### src/rtl/regdump_pkg.sv
// Shared types and defaults for the register-file dump reader.
// Define REGDUMP_SKIP_X0_EN to start the dump at x1 instead of x0.
package regdump_pkg;

    localparam int NUM_REGS_DEF = 32;
    localparam int ADDR_W_DEF   = 5;
    localparam int DATA_W_DEF   = 32;

`ifdef REGDUMP_SKIP_X0_EN
    localparam int FIRST_IDX = 1;
`else
    localparam int FIRST_IDX = 0;
`endif

    typedef enum logic [1:0] {
        IDLE  = 2'd0,
        FETCH = 2'd1,
        SEND  = 2'd2,
        DONE  = 2'd3
    } state_t;

endpackage

### src/rtl/regfile_dump_reader.sv
// Walks the register file from FIRST_IDX to NUM_REGS-1 and streams each word over valid/ready.
// Build option: REGDUMP_SKIP_X0_EN (via regdump_pkg::FIRST_IDX) skips x0.
module regfile_dump_reader
    import regdump_pkg::*;
#(
    parameter int NUM_REGS = NUM_REGS_DEF,
    parameter int ADDR_W   = ADDR_W_DEF,
    parameter int DATA_W   = DATA_W_DEF
) (
    input  logic              clk,
    input  logic              rst,
    input  logic              start,
    output logic              busy,
    output logic [ADDR_W-1:0] rd_addr,
    input  logic [DATA_W-1:0] rd_data,
    output logic              out_valid,
    input  logic              out_ready,
    output logic [DATA_W-1:0] out_data,
    output logic [ADDR_W-1:0] out_idx,
    output logic              out_last,
    output logic              done
);

    localparam logic [ADDR_W-1:0] FIRST = ADDR_W'(FIRST_IDX);
    localparam logic [ADDR_W-1:0] LAST  = ADDR_W'(NUM_REGS - 1);

    state_t              state_reg, state_next;
    logic [ADDR_W-1:0]   idx_reg, idx_next;
    logic [DATA_W-1:0]   out_data_reg, out_data_next;
    logic [ADDR_W-1:0]   out_idx_reg, out_idx_next;
    logic                out_last_reg, out_last_next;
    logic                out_valid_reg, out_valid_next;
    logic                busy_reg, busy_next;
    logic                done_reg, done_next;

    always_ff @(posedge clk) begin
        if (rst) begin
            state_reg     <= IDLE;
            idx_reg       <= '0;
            out_data_reg  <= '0;
            out_idx_reg   <= '0;
            out_last_reg  <= 1'b0;
            out_valid_reg <= 1'b0;
            busy_reg      <= 1'b0;
            done_reg      <= 1'b0;
        end else begin
            state_reg     <= state_next;
            idx_reg       <= idx_next;
            out_data_reg  <= out_data_next;
            out_idx_reg   <= out_idx_next;
            out_last_reg  <= out_last_next;
            out_valid_reg <= out_valid_next;
            busy_reg      <= busy_next;
            done_reg      <= done_next;
        end
    end

    always_comb begin
        state_next     = state_reg;
        idx_next       = idx_reg;
        out_data_next  = out_data_reg;
        out_idx_next   = out_idx_reg;
        out_last_next  = out_last_reg;
        out_valid_next = out_valid_reg;
        busy_next      = busy_reg;
        done_next      = 1'b0;

        case (state_reg)
            IDLE: begin
                // busy stays up through the done pulse, then drops here
                busy_next = 1'b0;
                if (start) begin
                    state_next = FETCH;
                    idx_next   = FIRST;
                    busy_next  = 1'b1;
                end
            end
            FETCH: begin
                out_data_next  = rd_data;
                out_idx_next   = idx_reg;
                out_last_next  = (idx_reg == LAST);
                out_valid_next = 1'b1;
                state_next     = SEND;
            end
            SEND: begin
                if (out_ready) begin
                    out_valid_next = 1'b0;
                    if (out_last_reg) begin
                        state_next = DONE;
                    end else begin
                        idx_next   = idx_reg + 1'b1;
                        state_next = FETCH;
                    end
                end
            end
            DONE: begin
                done_next  = 1'b1;
                state_next = IDLE;
            end
            default: state_next = IDLE;
        endcase
    end

    // idx only moves when entering FETCH, so the address holds between fetches
    assign rd_addr   = idx_reg;
    assign busy      = busy_reg;
    assign out_valid = out_valid_reg;
    assign out_data  = out_data_reg;
    assign out_idx   = out_idx_reg;
    assign out_last  = out_last_reg;
    assign done      = done_reg;

endmodule

### config.mk
export PLATFORM = sky130hd
export DESIGN_NAME = regfile_dump_reader
export DESIGN_NICKNAME = d
export VERILOG_FILES = /design/src/rtl/regdump_pkg.sv /design/src/rtl/regfile_dump_reader.sv
export SDC_FILE = /design/constraint.sdc
export NUM_CORES = 1
export LEC_CHECK = 0
export ABC_AREA = 1
export CAP_MARGIN = 5
export CORE_MARGIN = 5
export CORE_UTILIZATION = 41
export DETAILED_ROUTE_END_ITERATION = 7
export GPL_ROUTABILITY_DRIVEN = 0
export PLACE_DENSITY = 0.81
export SETUP_SLACK_MARGIN = 0.3
export SYNTH_ARGS = -nofsm -noshare
export SYNTH_HDL_FRONTEND = slang
export SYNTH_SLANG_ARGS = --single-unit
### constraint.sdc
create_clock -name clk -period 1.5 [get_ports clk]
set_input_delay 0.375 -clock clk [delete_from_list [all_inputs] [get_ports clk]]
set_output_delay 0.375 -clock clk [all_outputs]
set_load 0.03 [all_outputs]
==> impl_metrics.py, run 1 <==
metrics = {
    "run_status": {
        "outcome": "complete, no violations",
    },
    "sta": {
        "layout_min_cycle_time_ns": 1.31,
        "worst_slew_margin_rel_pct": 84.3,
        "hold_viol_final": 0,
        "fmax_mhz": 761,
        "rsz0062_at_grt": "true",
        "timing.final.crit_share_pct": 87.6,
        "skew_ns": 0.00544,
        "worst-slew-pin-transition_ns": 0.235,
        "report.final.slew_viol_count": 0,
        "setup_viol": 0,
        "finalWorstSetupSlack_ns": 0.186,
    },
    "routing": {
        "totalWireLength_um": 4800,
        "detailedRoute.firstIterationViolations": 126,
        "wl_per_cell_um": 13.1,
        "routed-via-count": 1748,
        "drt_pre_antenna_iters": 4,
        "detail-route-antenna-nets": 0,
        "drcViolationCount": 0,
        "via_per_inst": 4.76,
    },
    "yosys": {
        "syn-num-nets": 267,
        "post_synth_edffs": 0,
        "synth_cell_type_count": 22,
        "yosys_register_bits": 48,
        "netlist_instances": 229,
        "yosysWarningCount": 0,
        "syn_area_per_cell_um2": 7.98,
        "synth.top_cell.area_share_pct": 52.6,
        "syn_area_um2": 1830,
        "synth_area_leaders": "sky130_fd_sc_hd__dfxtp_1 (53%), sky130_fd_sc_hd__nor2_1 (16%), sky130_fd_sc_hd__o21ai_0 (11%)",
        "synthMostInstantiatedCell": "sky130_fd_sc_hd__nor2_1",
        "synth_commonest_cells": "sky130_fd_sc_hd__nor2_1 (80), sky130_fd_sc_hd__dfxtp_1 (48), sky130_fd_sc_hd__o21ai_0 (40)",
        "yosysTopAreaCell": "sky130_fd_sc_hd__dfxtp_1",
        "ys_async_sr_fraction_pct": 0,
        "synth_flop_cell": "sky130_fd_sc_hd__dfxtp_1",
        "synth.yosys.seq_area_share_pct": 52.6,
    },
    "global_routing": {
        "grt_overflow": 0,
        "grt_pass1_wl_um": 7980,
        "largest_net_degree_at_the_start_of_global_routing": 44,
        "grt_antenna_before_repair": 0,
        "grt_pass1_vias": 1657,
        "grt_usage_pct": 16.2,
    },
    "setup_path": {
        "required_ns": 1.69,
        "r2r_slack_ns": 0.19,
        "crit_path_cell_trace": "buf_6 -> ha_4 -> inv_2 -> nor3_2 -> ha_1 -> nand2_1 -> nand3_1 -> nand2_1 -> nor2_1",
        "slowest_delay_ns": 0.35,
        "critPathMaxFanout": 4,
        "worst_r2r_path_depth": 9,
        "arrival_ns": 1.50,
        "critical_path_class": "reg2reg",
        "critical-path-slowest-cell": "sky130_fd_sc_hd__dfxtp_4",
        "regToRegEndpoint": "rd_addr[4]$_SDFFE_PP0P_",
        "cp-start-kind": "register",
        "startpoint_of_the_worst_register_to_register_path": "rd_addr[1]$_SDFFE_PP0P_",
        "critical_path.most_common_cell": "sky130_fd_sc_hd__nand2_1",
        "launch_point_of_the_worst_path": "rd_addr[1]$_SDFFE_PP0P_",
        "endpoint_class_of_the_critical_path": "register",
    },
    "power": {
        "ir_worst_vdd_v": 0.000549,
        "pwr-share-comb_pct": 27.4,
        "power.switching_fraction_pct": 31.1,
        "static-leakage-power_nw": 1.21,
        "finalPower_mw": 3.00,
        "intPower_mw": 2.07,
        "power.sequential.fraction_pct": 48.8,
        "proportion_of_power_drawn_by_the_clock_network_pct": 23.8,
        "p_switching_mw": 0.933,
        "power.density_nw_per_um2": 1070,
    },
    "final_layout": {
        "total_inserted_antenna_cells": 0,
        "final_layout_size_suffix_gt1_share_pct": 27.3,
        "largest_register_ffs": 32,
        "area_growth_pct": 53.0,
        "final_nets": 352,
        "finalCoreUtilization_pct": 64.2,
    },
    "floorplan": {
        "die-width_um": 76.8,
        "die_area_um2": 5890,
        "start_util_pct": 42.0,
        "core_um2": 4350,
        "boundaryPins": 82,
        "die_height_um": 76.8,
        "num_rows": 24,
    },
    "cts": {
        "cts_num_sinks": 48,
        "htreeDepth": 2,
        "later_pin_clock_latency_in_the_skew_report_ns": 0.29,
        "numCtsBuffers": 5,
        "max-clock-path-buffers": 2,
        "buffer_cell_driving_the_clock_tree_root": "sky130_fd_sc_hd__clkbuf_8",
        "tritoncts": "built",
        "ctsHoldBuffers": 0,
        "path_clk_slew_ns": 0.08,
    },
    "place": {
        "hpwl_um": 3290,
        "placement.io_buffers": 81,
        "post-place-ws_ns": -0.00832,
    },
    "worst_hold_path": {
        "hp-class": "reg2reg",
        "timing.hold.worst_endpoint": "out_data[2]$_SDFFE_PP0P_",
        "hold_path.startpoint": "out_data[2]$_SDFFE_PP0P_",
        "min_delay_path_depth": 2,
    },
    "flow_run": {
        "cap_violations": 0,
    },
}
==> layout make-up <==
type,instances,area [um^2]
clock inverters,1,5.00
clock buffers,7,76.3
flip-flops and latches,48,987
fillers,397,1560
repair buffers,87,825
well taps,52,65.1
multi-input cells,162,786
inverters,10,52.6
==> logic make-up after synthesis <==
| group | share of synthesized area, % |
|---|---|
| AOI/OAI and AO/OA | 14.2 |
| adders and majority gates | 1.37 |
| buffers and inverters | 6.98 |
| DFF | 52.6 |
| and+or+nand+nor | 24.9 |
==> power by group through the flow <==
stage                     Clock, mW  Combinational [mW]  Sequential (mW)
after floorplan                   0               0.264             1.68
after global placement            0               0.808             1.47
after detailed placement          0               0.819             1.48
after CTS                     0.744               0.781             1.45
after global routing          0.795               0.897             1.48
final                         0.715               0.822             1.46
==> critical path, delay by kind of cell, from the launching register on <==
family,cells,cell delay (ns)
adders and majority gates,2,0.43
and+or+nand+nor,5,0.27
DFF,1,0.35
buffers and inverters,2,0.18
==> through the flow <==
step / hold slack, ns / setup TNS [ns] / instances / area (um^2)
after floorplan: 0.444 / 0 / 229 / 1860
after global placement: 0.462 / 0 / 356 / 2700
after detailed placement: 0.469 / -0.00832 / 356 / 2700
after CTS: 0.486 / 0 / 364 / 2660
after global routing: 0.496 / 0 / 367 / 2800
final: 0.487 / 0 / 367 / 2800
==> cell usage in the layout (no fill, tap or decap), types with 2 or more instances in the layout <==
cell	n
sky130_fd_sc_hd__nor2_1	80
sky130_fd_sc_hd__o21ai_0	39
sky130_fd_sc_hd__dfxtp_1	35
sky130_fd_sc_hd__clkdlybuf4s50_1	34
sky130_fd_sc_hd__buf_4	30
sky130_fd_sc_hd__buf_6	19
sky130_fd_sc_hd__nand2_1	13
sky130_fd_sc_hd__a21oi_1	10
sky130_fd_sc_hd__dfxtp_2	9
sky130_fd_sc_hd__inv_1	7
sky130_fd_sc_hd__nand3_1	5
sky130_fd_sc_hd__clkbuf_8	5
sky130_fd_sc_hd__dfxtp_4	4
sky130_fd_sc_hd__nand2_2	3
sky130_fd_sc_hd__nand2_4	2
sky130_fd_sc_hd__clkbuf_1	2
==> worst max-delay path by stage <==
stage	slack [ns]	end	cells past startpoint
after floorplan	0.25	rd_addr[4]$_SDFFE_PP0P_	8
after global placement	0.05	rd_addr[3]$_SDFFE_PP0P_	7
after detailed placement	-0.008	rd_addr[3]$_SDFFE_PP0P_	7
after global routing	0.15	rd_addr[4]$_SDFFE_PP0P_	9
after CTS	0.20	rd_addr[4]$_SDFFE_PP0P_	9
final	0.19	rd_addr[4]$_SDFFE_PP0P_	9
==> per-layer routing <==
metal	GRT usage [%]	vias up	part of all wire (%)
met5	0	-	0
met4	4.72	0	1.3
met2	26.7	42	50
met1	20.7	794	44
met3	4.10	6	4.7
li1	-	906	-
==> repair_timing <==
action / 4_1_cts / 5_1_grt
setup buffers: 0 / 1
cloned: 0 / 2
endpoints found under the hold margin: 0 / 0
endpoints found under the setup margin: 78 / 62
resized for setup: 266 / 52
pin swaps: 1 / 6
No activity file was read; power rests on OpenSTA's default activity.
==> run 2: changes to the inputs <==
SLEW_MARGIN = 20   (was unset)
==> results of run 2 <==
No change in the layout: final DEF, timing and power equal those of run 1.
==> run 3: changes to the inputs <==
ABC_AREA = unset   (was 1)
CORE_UTILIZATION = 42   (was 41)
CTS_BUF_LIST = sky130_fd_sc_hd__clkbuf_8   (was unset)
PLACE_DENSITY = 0.83   (was 0.81)
==> impl_metrics.py, run 3 <==
metrics = {
    "worst_hold_path": {
        "hold_path.startpoint": "rst",
        "hp-class": "in2reg",
    },
    "global_routing": {
        "grt_pass1_vias": 1747,
        "grt_antenna_before_repair": 0,
        "grt_usage_pct": 17.1,
        "grt_overflow": 0,
        "grt_pass1_wl_um": 7580,
        "largest_net_degree_at_the_start_of_global_routing": 30,
    },
    "sta": {
        "worst-slew-pin-transition_ns": 0.267,
        "hold_viol_final": 0,
        "worst_slew_margin_rel_pct": 82.2,
        "fmax_mhz": 754,
        "layout_min_cycle_time_ns": 1.33,
        "report.final.slew_viol_count": 0,
        "rsz0062_at_grt": "true",
        "skew_ns": 0.00362,
        "totalNegativeSetupSlack_ns": 0,
        "hold_slack_ns": 0.410,
        "timing.final.crit_share_pct": 88.4,
        "setup_viol": 0,
    },
    "cts": {
        "cts_num_sinks": 48,
        "ctsHoldBuffers": 0,
        "max-clock-path-buffers": 2,
        "later_pin_clock_latency_in_the_skew_report_ns": 0.29,
        "htreeDepth": 2,
        "tritoncts": "built",
        "path_clk_slew_ns": 0.08,
        "numCtsBuffers": 5,
        "buffer_cell_driving_the_clock_tree_root": "sky130_fd_sc_hd__clkbuf_8",
    },
    "routing": {
        "detailedRoute.firstIterationViolations": 52,
        "drcViolationCount": 0,
        "drt_pre_antenna_iters": 4,
        "routed-via-count": 1731,
        "totalWireLength_um": 4630,
        "via_per_inst": 4.85,
        "wl_per_cell_um": 13.0,
        "detail-route-antenna-nets": 0,
    },
    "yosys": {
        "synthMostInstantiatedCell": "sky130_fd_sc_hd__nand2_1",
        "synth_area_leaders": "sky130_fd_sc_hd__dfxtp_1 (54%), sky130_fd_sc_hd__nand2_1 (17%), sky130_fd_sc_hd__a21oi_1 (12%)",
        "synth_cell_type_count": 26,
        "synth.top_cell.area_share_pct": 54.4,
        "synth_commonest_cells": "sky130_fd_sc_hd__nand2_1 (80), sky130_fd_sc_hd__dfxtp_1 (48), sky130_fd_sc_hd__a21oi_1 (44)",
        "synth_flop_cell": "sky130_fd_sc_hd__dfxtp_1",
        "post_synth_edffs": 0,
        "yosysWarningCount": 0,
        "yosysTopAreaCell": "sky130_fd_sc_hd__dfxtp_1",
        "syn_area_per_cell_um2": 8.22,
        "syn-num-nets": 253,
        "netlist_instances": 215,
        "yosys_register_bits": 48,
        "synth.yosys.seq_area_share_pct": 54.4,
        "syn_area_um2": 1770,
        "ys_async_sr_fraction_pct": 0,
    },
    "floorplan": {
        "die_area_um2": 5610,
        "boundaryPins": 82,
        "core_um2": 4030,
        "die-width_um": 74.9,
        "num_rows": 23,
        "die_height_um": 74.9,
        "start_util_pct": 43.9,
    },
    "setup_path": {
        "regToRegEndpoint": "rd_addr[4]$_SDFFE_PP0P_",
        "required_ns": 1.73,
        "r2r_slack_ns": 0.17,
        "crit_path_end": "rd_addr[4]$_SDFFE_PP0P_",
        "launch_point_of_the_worst_path": "rd_addr[1]$_SDFFE_PP0P_",
        "endpoint_class_of_the_critical_path": "register",
        "critPathMaxFanout": 2,
        "worst_r2r_path_depth": 6,
        "startpoint_of_the_worst_register_to_register_path": "rd_addr[1]$_SDFFE_PP0P_",
        "cp-start-kind": "register",
        "arrival_ns": 1.56,
        "critical_path_class": "reg2reg",
    },
    "place": {
        "hpwl_um": 3360,
        "standard_cell_area_after_detailed_placement_um2": 2710,
        "placement.io_buffers": 81,
    },
    "final_layout": {
        "layout.cells.most_common_list": "sky130_fd_sc_hd__nand2_1 (79), sky130_fd_sc_hd__a21oi_1 (43), sky130_fd_sc_hd__dfxtp_1 (34), sky130_fd_sc_hd__buf_4 (34), sky130_fd_sc_hd__clkdlybuf4s50_1 (32)",
        "area_growth_pct": 61.1,
        "layout.filler_cells": 327,
        "final_nets": 344,
        "layout_commonest_cell": "sky130_fd_sc_hd__nand2_1",
        "largest_register_ffs": 32,
        "total_inserted_antenna_cells": 0,
        "final_design_area_no_fill_um2": 2850,
        "final_layout_size_suffix_gt1_share_pct": 30.6,
    },
    "flow_run": {
        "cap_violations": 0,
    },
    "power": {
        "power.density_nw_per_um2": 918,
        "finalPower_mw": 2.61,
        "static-leakage-power_nw": 1.14,
        "ir_worst_vdd_v": 0.000549,
    },
    "run_status": {
        "outcome": "complete, no violations",
    },
}
-- run 3: cell count changes after synthesis, moves of 5 or more --
cell                       change
sky130_fd_sc_hd__buf_2         +5
sky130_fd_sc_hd__clkbuf_1      +5
sky130_fd_sc_hd__a21oi_1      +34
sky130_fd_sc_hd__nand2_1      +67
sky130_fd_sc_hd__inv_1         -7
sky130_fd_sc_hd__nor2_1       -78
sky130_fd_sc_hd__o21ai_0      -38
-- run 3: metrics by stage --
stage / setup WS, ns / util [%] / cells
final: 0.173 / 70.7 / 357
after global routing: 0.109 / 70.7 / 357
after CTS: 0.185 / 66.2 / 355
after detailed placement: -0.132 / 67.1 / 344
after global placement: -0.0987 / 67.1 / 344
after floorplan: 0.282 / - / 215
-- run 3: how the worst min path moves through the flow --
stage | endpoint | depth (start not counted)
finish | rd_addr[4]$_SDFFE_PP0P_ | 2
global route | rd_addr[4]$_SDFFE_PP0P_ | 2
CTS | out_last$_SDFFE_PP0P_ | 2
detailed placement | out_data[25]$_SDFFE_PP0P_ | 2
global placement | out_data[10]$_SDFFE_PP0P_ | 2
floorplan | out_data[11]$_SDFFE_PP0P_ | 2
-- run 3: critical path, cell delays in order (launching register included) --
cell	delay, ns
sky130_fd_sc_hd__dfxtp_4	0.35
sky130_fd_sc_hd__buf_6	0.12
sky130_fd_sc_hd__ha_4	0.15
sky130_fd_sc_hd__and3_4	0.15
sky130_fd_sc_hd__ha_4	0.25
sky130_fd_sc_hd__nand4b_1	0.11
sky130_fd_sc_hd__a21oi_2	0.13
-- run 3: final cells by class --
class | count | area [um^2] | share of cell area, %
clock buffer | 6 | 82.6 | 2.90
sequential | 48 | 988 | 34.7
tap | 50 | 62.6 | 2.20
multi-input combinational | 151 | 772 | 27.1
timing repair buffer | 99 | 932 | 32.7
inverter | 1 | 3.75 | 0.132
clock inverter | 2 | 7.51 | 0.264
-- run 3: layer usage --
layer / track usage (%) / vias up / routed length (um)
li1: - / 889 / -
met1: 20.7 / 787 / 1940
met2: 29.6 / 49 / 2230
met3: 4.81 / 6 / 409
met4: 4.74 / 0 / 52
met5: 0 / - / 0
-- run 3: cell families (layout without fill, tap and decap cells) --
group / Yosys count / in the layout / share of synthesized area, %
AOI/OAI and AO/OA: 51 / 51 / 16.1
adders and majority gates: 2 / 2 / 1.42
buffers and inverters: 16 / 108 / 4.17
DFF: 48 / 48 / 54.4
and+or+nand+nor: 98 / 98 / 24.0
-- run 3: power by group --
group	internal, mW	total [mW]	leakage, nW	switching (mW)
Combinational	0.236	0.497	0.693	0.261
Sequential	1.33	1.37	0.398	0.0392
Clock	0.362	0.750	0.0538	0.388
Total	1.93	2.61	1.14	0.688
-- run 3: repair_timing --
action                                 in CTS  in global routing
pin swaps                                   9                  3
buffers inserted                            3                  2
setup endpoints to repair                  91                 76
resized for setup                         258                 75
endpoints found under the hold margin       0                  0
